==> src/rtl/weight_buffer_ctrl.sv <==
// Weight FIFO bank sequencer: writes row-wide weights to every column FIFO and issues tile read bursts.
// Optional perf counters (stall_cycles, tiles_done) are enabled with WBC_PERF_CNT_EN.
module wbc_wr_lane #(
  parameter int W_BITWIDTH = 8
) (
  input  logic                  clk,
  input  logic                  rstn,
  input  logic                  accept,
  input  logic [W_BITWIDTH-1:0] din,
  output logic                  wr_en,
  output logic [W_BITWIDTH-1:0] wr_data
);
  always_ff @(posedge clk or negedge rstn) begin
    if (!rstn) begin
      wr_en   <= 1'b0;
      wr_data <= '0;
    end else begin
      wr_en <= accept;
      if (accept) wr_data <= din;
    end
  end
endmodule

module weight_buffer_ctrl #(
  parameter int SYS_COLS       = 4,
  parameter int W_BITWIDTH     = 8,
  parameter int W_BUFFER_DEPTH = 64,
  parameter int SUPER_W_ROWS   = 16,
  localparam int OCC_W         = $clog2(W_BUFFER_DEPTH+1)
) (
  input  logic                           clk,
  input  logic                           rstn,
  input  logic                           in_valid,
  output logic                           in_ready,
  input  logic [SYS_COLS*W_BITWIDTH-1:0] in_data,
  output logic [SYS_COLS-1:0]            wr_en,
  output logic [SYS_COLS*W_BITWIDTH-1:0] wr_data,
  output logic                           read,
  input  logic                           start_req,
  output logic                           start_ack,
  output logic                           busy,
  output logic                           done,
  output logic [OCC_W-1:0]               occupancy,
  output logic                           tile_avail
`ifdef WBC_PERF_CNT_EN
  ,
  output logic [31:0]                    stall_cycles,
  output logic [31:0]                    tiles_done
`endif
);
  localparam int ROW_W = $clog2(SUPER_W_ROWS+1);
  localparam int DRN_W = $clog2(SYS_COLS+1);
  localparam logic [ROW_W-1:0] ROW_LAST = ROW_W'(SUPER_W_ROWS-1);
  localparam logic [DRN_W-1:0] DRN_LAST = DRN_W'(SYS_COLS-1);
  localparam logic [OCC_W-1:0] OCC_MAX  = OCC_W'(W_BUFFER_DEPTH);
  localparam logic [OCC_W-1:0] OCC_TILE = OCC_W'(SUPER_W_ROWS);

  typedef enum logic [1:0] {IDLE, READ, DRAIN} state_t;

  state_t             state, state_d;
  logic [ROW_W-1:0]   row_cnt, row_d;
  logic [DRN_W-1:0]   drn_cnt, drn_d;
  logic               read_d;
  logic               accept;

  assign in_ready   = (occupancy < OCC_MAX);
  assign tile_avail = (occupancy >= OCC_TILE);
  assign accept     = in_valid && in_ready;
  assign busy       = (state == READ) || (state == DRAIN);

  // Every column receives the same row; the FIFO bank applies the column skew on read.
  for (genvar c = 0; c < SYS_COLS; c++) begin : g_lane
    wbc_wr_lane #(.W_BITWIDTH(W_BITWIDTH)) u_lane (
      .clk     (clk),
      .rstn    (rstn),
      .accept  (accept),
      .din     (in_data[c*W_BITWIDTH +: W_BITWIDTH]),
      .wr_en   (wr_en[c]),
      .wr_data (wr_data[c*W_BITWIDTH +: W_BITWIDTH])
    );
  end

  always_ff @(posedge clk or negedge rstn) begin
    if (!rstn) begin
      state     <= IDLE;
      row_cnt   <= '0;
      drn_cnt   <= '0;
      read      <= 1'b0;
      occupancy <= '0;
    end else begin
      state   <= state_d;
      row_cnt <= row_d;
      drn_cnt <= drn_d;
      read    <= read_d;
      case ({accept, read})
        2'b10:   if (occupancy < OCC_MAX) occupancy <= occupancy + OCC_W'(1);
        2'b01:   if (occupancy != '0)     occupancy <= occupancy - OCC_W'(1);
        default: occupancy <= occupancy;
      endcase
    end
  end

  // read is registered so it is high exactly while the FSM sits in READ.
  always_comb begin
    state_d   = state;
    row_d     = row_cnt;
    drn_d     = drn_cnt;
    read_d    = 1'b0;
    start_ack = 1'b0;
    done      = 1'b0;
    case (state)
      IDLE: begin
        if (start_req && tile_avail) begin
          start_ack = 1'b1;
          state_d   = READ;
          row_d     = '0;
          read_d    = 1'b1;
        end
      end
      READ: begin
        row_d = row_cnt + ROW_W'(1);
        if (row_cnt == ROW_LAST) begin
          state_d = DRAIN;
          drn_d   = '0;
        end else begin
          read_d = 1'b1;
        end
      end
      DRAIN: begin
        if (drn_cnt == DRN_LAST) begin
          done    = 1'b1;
          state_d = IDLE;
        end else begin
          drn_d = drn_cnt + DRN_W'(1);
        end
      end
      default: state_d = IDLE;
    endcase
  end

`ifdef WBC_PERF_CNT_EN
  always_ff @(posedge clk or negedge rstn) begin
    if (!rstn) begin
      stall_cycles <= '0;
      tiles_done   <= '0;
    end else begin
      if (start_req && (state == IDLE) && !tile_avail && (stall_cycles != '1))
        stall_cycles <= stall_cycles + 32'd1;
      if (done && (tiles_done != '1))
        tiles_done <= tiles_done + 32'd1;
    end
  end
`endif
endmodule

==> config.mk <==
export PLATFORM = sky130hd
export DESIGN_NAME = weight_buffer_ctrl
export DESIGN_NICKNAME = d
export VERILOG_FILES = /design/src/rtl/weight_buffer_ctrl.sv
export SDC_FILE = /design/constraint.sdc
export NUM_CORES = 1
export LEC_CHECK = 0
export ABC_AREA = 1
export BUFFER_PORTS_ARGS = -buffer_cell sky130_fd_sc_hd__buf_4
export CELL_PAD_IN_SITES_DETAIL_PLACEMENT = 1
export CELL_PAD_IN_SITES_GLOBAL_PLACEMENT = 2
export CORE_ASPECT_RATIO = 1.4
export CORE_MARGIN = 8
export CORE_UTILIZATION = 30
export DETAILED_ROUTE_END_ITERATION = 7
export GPL_ROUTABILITY_DRIVEN = 1
export PLACE_DENSITY = 0.83
export SYNTH_ARGS = -nofsm -noshare
export SYNTH_HDL_FRONTEND = slang
export SYNTH_HIERARCHICAL = 1
export SYNTH_SLANG_ARGS = --single-unit
==> constraint.sdc <==
create_clock -name clk -period 4.5 [get_ports clk]
set_clock_uncertainty 0.15 [all_clocks]
set_input_delay 0.45 -clock clk [delete_from_list [all_inputs] [get_ports clk]]
set_output_delay 0.45 -clock clk [all_outputs]
set_load 0.05 [all_outputs]
After elaboration in Yosys (flattened, before gate mapping)
Cells that the tools add are included.

operators by class
  order comparisons = 2
  equal/unequal tests = 12
  muxes and demuxes = 18
  reductions and logical operators = 12
  $add $sub $neg = 4

operators by type and width
  kind                                                                number
  2-to-1 mux 7 bit                                                    2
  one-hot mux 7 bit (2 select lines)                                  1
  one-hot mux 5 bit (2 select lines)                                  1
  AND reduction 3 bit                                                 3
  inequality test 2 bit (second input constant)                       4
  adder 7 x 1 -> 7 bit (second input constant)                        1
  greater-or-equal comparator 7 x 5 -> 1 bit (second input constant)  1
  < comparator 7 bit (second input constant)                          1
  nonzero test 7 bit                                                  1
  subtractor 7 x 1 -> 7 bit (second input constant)                   1
  2-to-1 mux 2 bit                                                    3
  2-to-1 mux 3 bit                                                    2
  one-hot mux 2 bit (3 select lines)                                  1
  one-hot mux 3 bit (2 select lines)                                  1
  nonzero test 2 bit                                                  3
  adder 5 x 1 -> 5 bit (second input constant)                        1
  == test 5 x 4 -> 1 bit (second input constant)                      1
  2-to-1 mux 1 bit                                                    5
  2-to-1 mux 5 bit                                                    1
  == test 2 x 1 -> 1 bit (second input constant)                      2
  == test 2 bit (second input constant)                               2
  inequality test 2 x 1 -> 1 bit (second input constant)              2
  adder 3 x 1 -> 3 bit (second input constant)                        1
  == test 3 x 2 -> 1 bit (second input constant)                      1
  other kinds (5)                                                     6

storage, ports and cells
  bits in registers = 51
  input port bits = 36
  output and inout port bits = 49

Longest topological paths before layout
  depth after elaboration = 5
  depth in mapped cells = 16
  mapped depth without buffers = 16

Modules after synthesis
The synthesis kept the hierarchy.

by module, submodules not included
  module              seq. area each (um2)  instances  area each (um2)  cells each
  wbc_wr_lane         225.2                 4          330.3            35
  weight_buffer_ctrl  450.4                 1          1183.6           157

Worst setup path before layout
No wires, ideal clock.

  path kind = register to output
  start = reg occupancy[6]
  end = out start_ack
  required time = 3.900 ns
  buffers on the path = 0
  data arrival time = 1.797 ns
  stages on the path, launching flop included = 5
  setup slack = 2.103 ns
  path through = dfrtp_1 -> inv_2 -> nand3_2 -> nand3_1 -> inv_1

on the way
  cells in the longest elaborated chain, start to end = 4

RTL lines
  element                                     line  source
  start, declared                             43    output logic [OCC_W-1:0] occupancy,
  start signal, assigned                      96    2'b10: if (occupancy < OCC_MAX) occupancy <= occupancy + OCC_W'(1);
  start signal, assigned                      97    2'b01: if (occupancy != '0) occupancy <= occupancy - OCC_W'(1);
  start signal, assigned                      98    default: occupancy <= occupancy;
  greater-or-equal comparator 7 x 5 -> 1 bit  67    assign tile_avail = (occupancy >= OCC_TILE);
  named net tile_avail                        44    output logic tile_avail
  logical AND 1 bit                           113   if (start_req && tile_avail) begin
  2-to-1 mux 1 bit                            113
  2-to-1 mux 1 bit                            111   case (state)
  end, declared                               40    output logic start_ack,

The timed path passes the listed nets, and every way through them passes these cells.

Worst setup path after layout
  start = reg occupancy[6]
  end = reg g_lane[2].u_lane.wr_data[3]

on the way
  cells in the longest elaborated chain, start to end = 2

RTL lines
  element               line  source
  < comparator 7 bit    66    assign in_ready = (occupancy < OCC_MAX);
  logical AND 1 bit     68    assign accept = in_valid && in_ready;
  named net accept      64    logic accept;
  end signal, assigned  19    if (accept) wr_data <= din;
  end, declared         11    output logic [W_BITWIDTH-1:0] wr_data

The timed path passes the listed nets, and every way through them passes these cells.
A chain may end at the register's enable or synchronous reset.

==> results.toml <==
[route]
wire_per_inst_um = 14.19
dr.pass1.iters = 4
drt_iter0_markers = 61
num_vias = 2163
routed_wl_mm = 6.912
drc_errors = 0
routed_via_density = 4.441
postRouteAntennaNets = 0

[clock_tree]
numClockSinks = 54
cts_setup_buffers = 0
cts_resized = 0
clk_pin_slew_ns = 0.07
postCtsHoldBufs = 0
cts_tree = "built"
clk_latency_ns = 0.29
root_buffer = "clkbuf_16"
htreeDepth = 2
clockBufferDepth = 2
cts_buffers = 5

[synthesis]
post-synth-top-count-cell = "nand2_1"
synthFlopType = "dfrtp_1"
netlist_area_um2 = 2505
ys_types = 25
syn_nets = 341
synth-seq-area-share = 0.5395
synthTopCellsByArea = "dfrtp_1 54%, nand2_1 20%, ha_1 4.0%"
synth_edf_count = 0
avgSynthCellArea_um2 = 8.434
yosysTopAreaCell = "dfrtp_1"
netlist.area_leader.share = 0.5395
synth-async-reset-ratio = 1.000
yosysWarningCount = 6
syn_inst = 297
ys_ff_latch = 54
synth_common_cells = "134 x nand2_1, 54 x dfrtp_1, 26 x inv_1"

[layout]
n_antenna_cell = 0
final_util = 0.4135
fin_nets = 428
syn_to_final_growth_pct = 34.52
fillers = 998
drive_gt1_frac = 0.2857

[timing]
fmax_ghz = 0.4489
hold_viol = 0
relSlewSlack = 0.1753
rsz0062_at_grt = "no"
setup_viol = 0
holdWs_ns = 0.05257
setup_tns_ns = 0
finalCriticalPeriod_ns = 2.228
worst_pin_slew_ns = 1.236
timing.final.max_slew_violations = 0
fin_crit_sh = 0.4950
final.setup.worst_slack_ns = 2.272

[die]
die_h_um = 124.1
fp-row-count = 39
coreArea_um2 = 8149
die-area_um2 = 11570
ios = 85
initial_utilization = 0.3074
die_w_um = 93.23

[status]
status = "completed"

[power]
peakVddDrop_mv = 0.2967
power.density_nw_per_um2 = 855.4
power.static_leakage_nw = 1.878

[placed_design]
io_buffers = 84
pre_cts_ws_ns = 2.176
dp_hpwl_mm = 5.352
gp_congestion = 0.7611

[setup_path]
required_ns = 4.53
worstPathMaxFanout = 40
end_kind = "flip-flop"
ff2ff_setup_slack_ns = 2.27
arrival_ns = 2.26
rr_worst_depth = 6
crit_type = "reg -> reg"
start_kind = "flip-flop"

[global_routing]
antenna_found_initial = 0
overflow = 0
grt_pass1_wl_mm = 11.15
grt_pass1_vias = 2359
grt_max_degree = 55
grt_usage = 0.1198

[min_path]
hold_path.class = "in -> async"

[run]
max_cap_violations = 0
[state kept, by name, summed over array words and instances, names as in the netlist]
register and flops:
g_lane.u_lane/wr_en 4, row_cnt 5, read 1, g_lane.u_lane/wr_data 32, state 2, drn_cnt 3
occupancy 7
[cells by family after synthesis]
logic type / synth area share
xor+xnor: 0.006994
fa+ha+maj: 0.03996
flops: 0.5395
compound gates: 0.04546
simple gates: 0.2997
buf+inv: 0.06843
[metrics by stage]
step	instances	power, mW	instance area [um^2]
final	487	2.882	3369
after global routing	487	3.091	3369
after CTS	487	2.942	3369
after detailed placement	479	2.527	3218
after global placement	479	2.487	3218
after floorplan	297	2.011	2505
[layout by cell type, fill, tap and decap left out]
cell type    n
inv_1       26
clkbuf_1     1
nor2_4       1
o21bai_1     1
ha_1         8
nand3_1     11
nor2_2       1
inv_2        6
o21ai_0      6
nand4_1      2
a32o_1       1
a21oi_1      4
clkbuf_8     1
o21ai_1      2
nand3_2      2
nor2_1      14
o21ai_2      2
nand2_1    134
o22ai_1      3
buf_4       84
nand2_4      4
inv_6        1
nand3b_1     1
dfrtp_1     54
xor2_1       2
nand2_2      2
nor3_1       5
clkbuf_16    5
inv_4        1
[worst paths after layout]
kind                                                         start                                      end
min reg2reg                g_lane[3].u_lane/wr_data[2]$_DFFE_PN0P_  g_lane[3].u_lane/wr_data[2]$_DFFE_PN0P_
max in group asynchronous                                     rstn  g_lane[0].u_lane/wr_data[1]$_DFFE_PN0P_
max reg2reg                               occupancy[6]$_DFFE_PN0P_  g_lane[2].u_lane/wr_data[3]$_DFFE_PN0P_
min in group clk                                       in_data[22]  g_lane[2].u_lane/wr_data[6]$_DFFE_PN0P_
min                                                           rstn                   drn_cnt[0]$_DFFE_PN0P_
max                                       occupancy[6]$_DFFE_PN0P_  g_lane[2].u_lane/wr_data[3]$_DFFE_PN0P_
[metal layers]
layer | track usage | up-vias | part of all wire
met5 | 0 | - | 0
li1 | - | 1093 | -
met2 | 0.2281 | 45 | 0.55
met3 | 0.02232 | 5 | 0.041
met1 | 0.1276 | 1020 | 0.40
met4 | 0.04146 | 0 | 0.013
[worst max-delay path: stages, from the launching register on]
cell     delay [ns]
dfrtp_1        0.40
inv_2          0.13
nand2_4        0.10
inv_1          0.90
inv_2          0.23
nand2_1        0.14
nand2_1        0.06
[cell type report]
cell class                      instances  area, um^2  area share
Sequential cell                        54        1351      0.4010
Timing Repair Buffer                   84       630.6      0.1872
Tap cell                              102       127.6     0.03788
Clock buffer                            7       142.6     0.04233
Inverter                               33       126.4     0.03750
Clock inverter                          1       8.758    0.002599
Multi-Input combinational cell        206       982.2      0.2915
[where the power goes]
group | switching, mW | total (mW) | leakage [nW] | internal [mW]
clock network | 0.173 | 0.397 | 0.0745 | 0.224
registers | 0.139 | 0.814 | 0.667 | 0.676
logic | 1.19 | 1.67 | 1.14 | 0.479
total | 1.50 | 2.88 | 1.88 | 1.38
No activity file was read; power rests on OpenSTA's default activity.
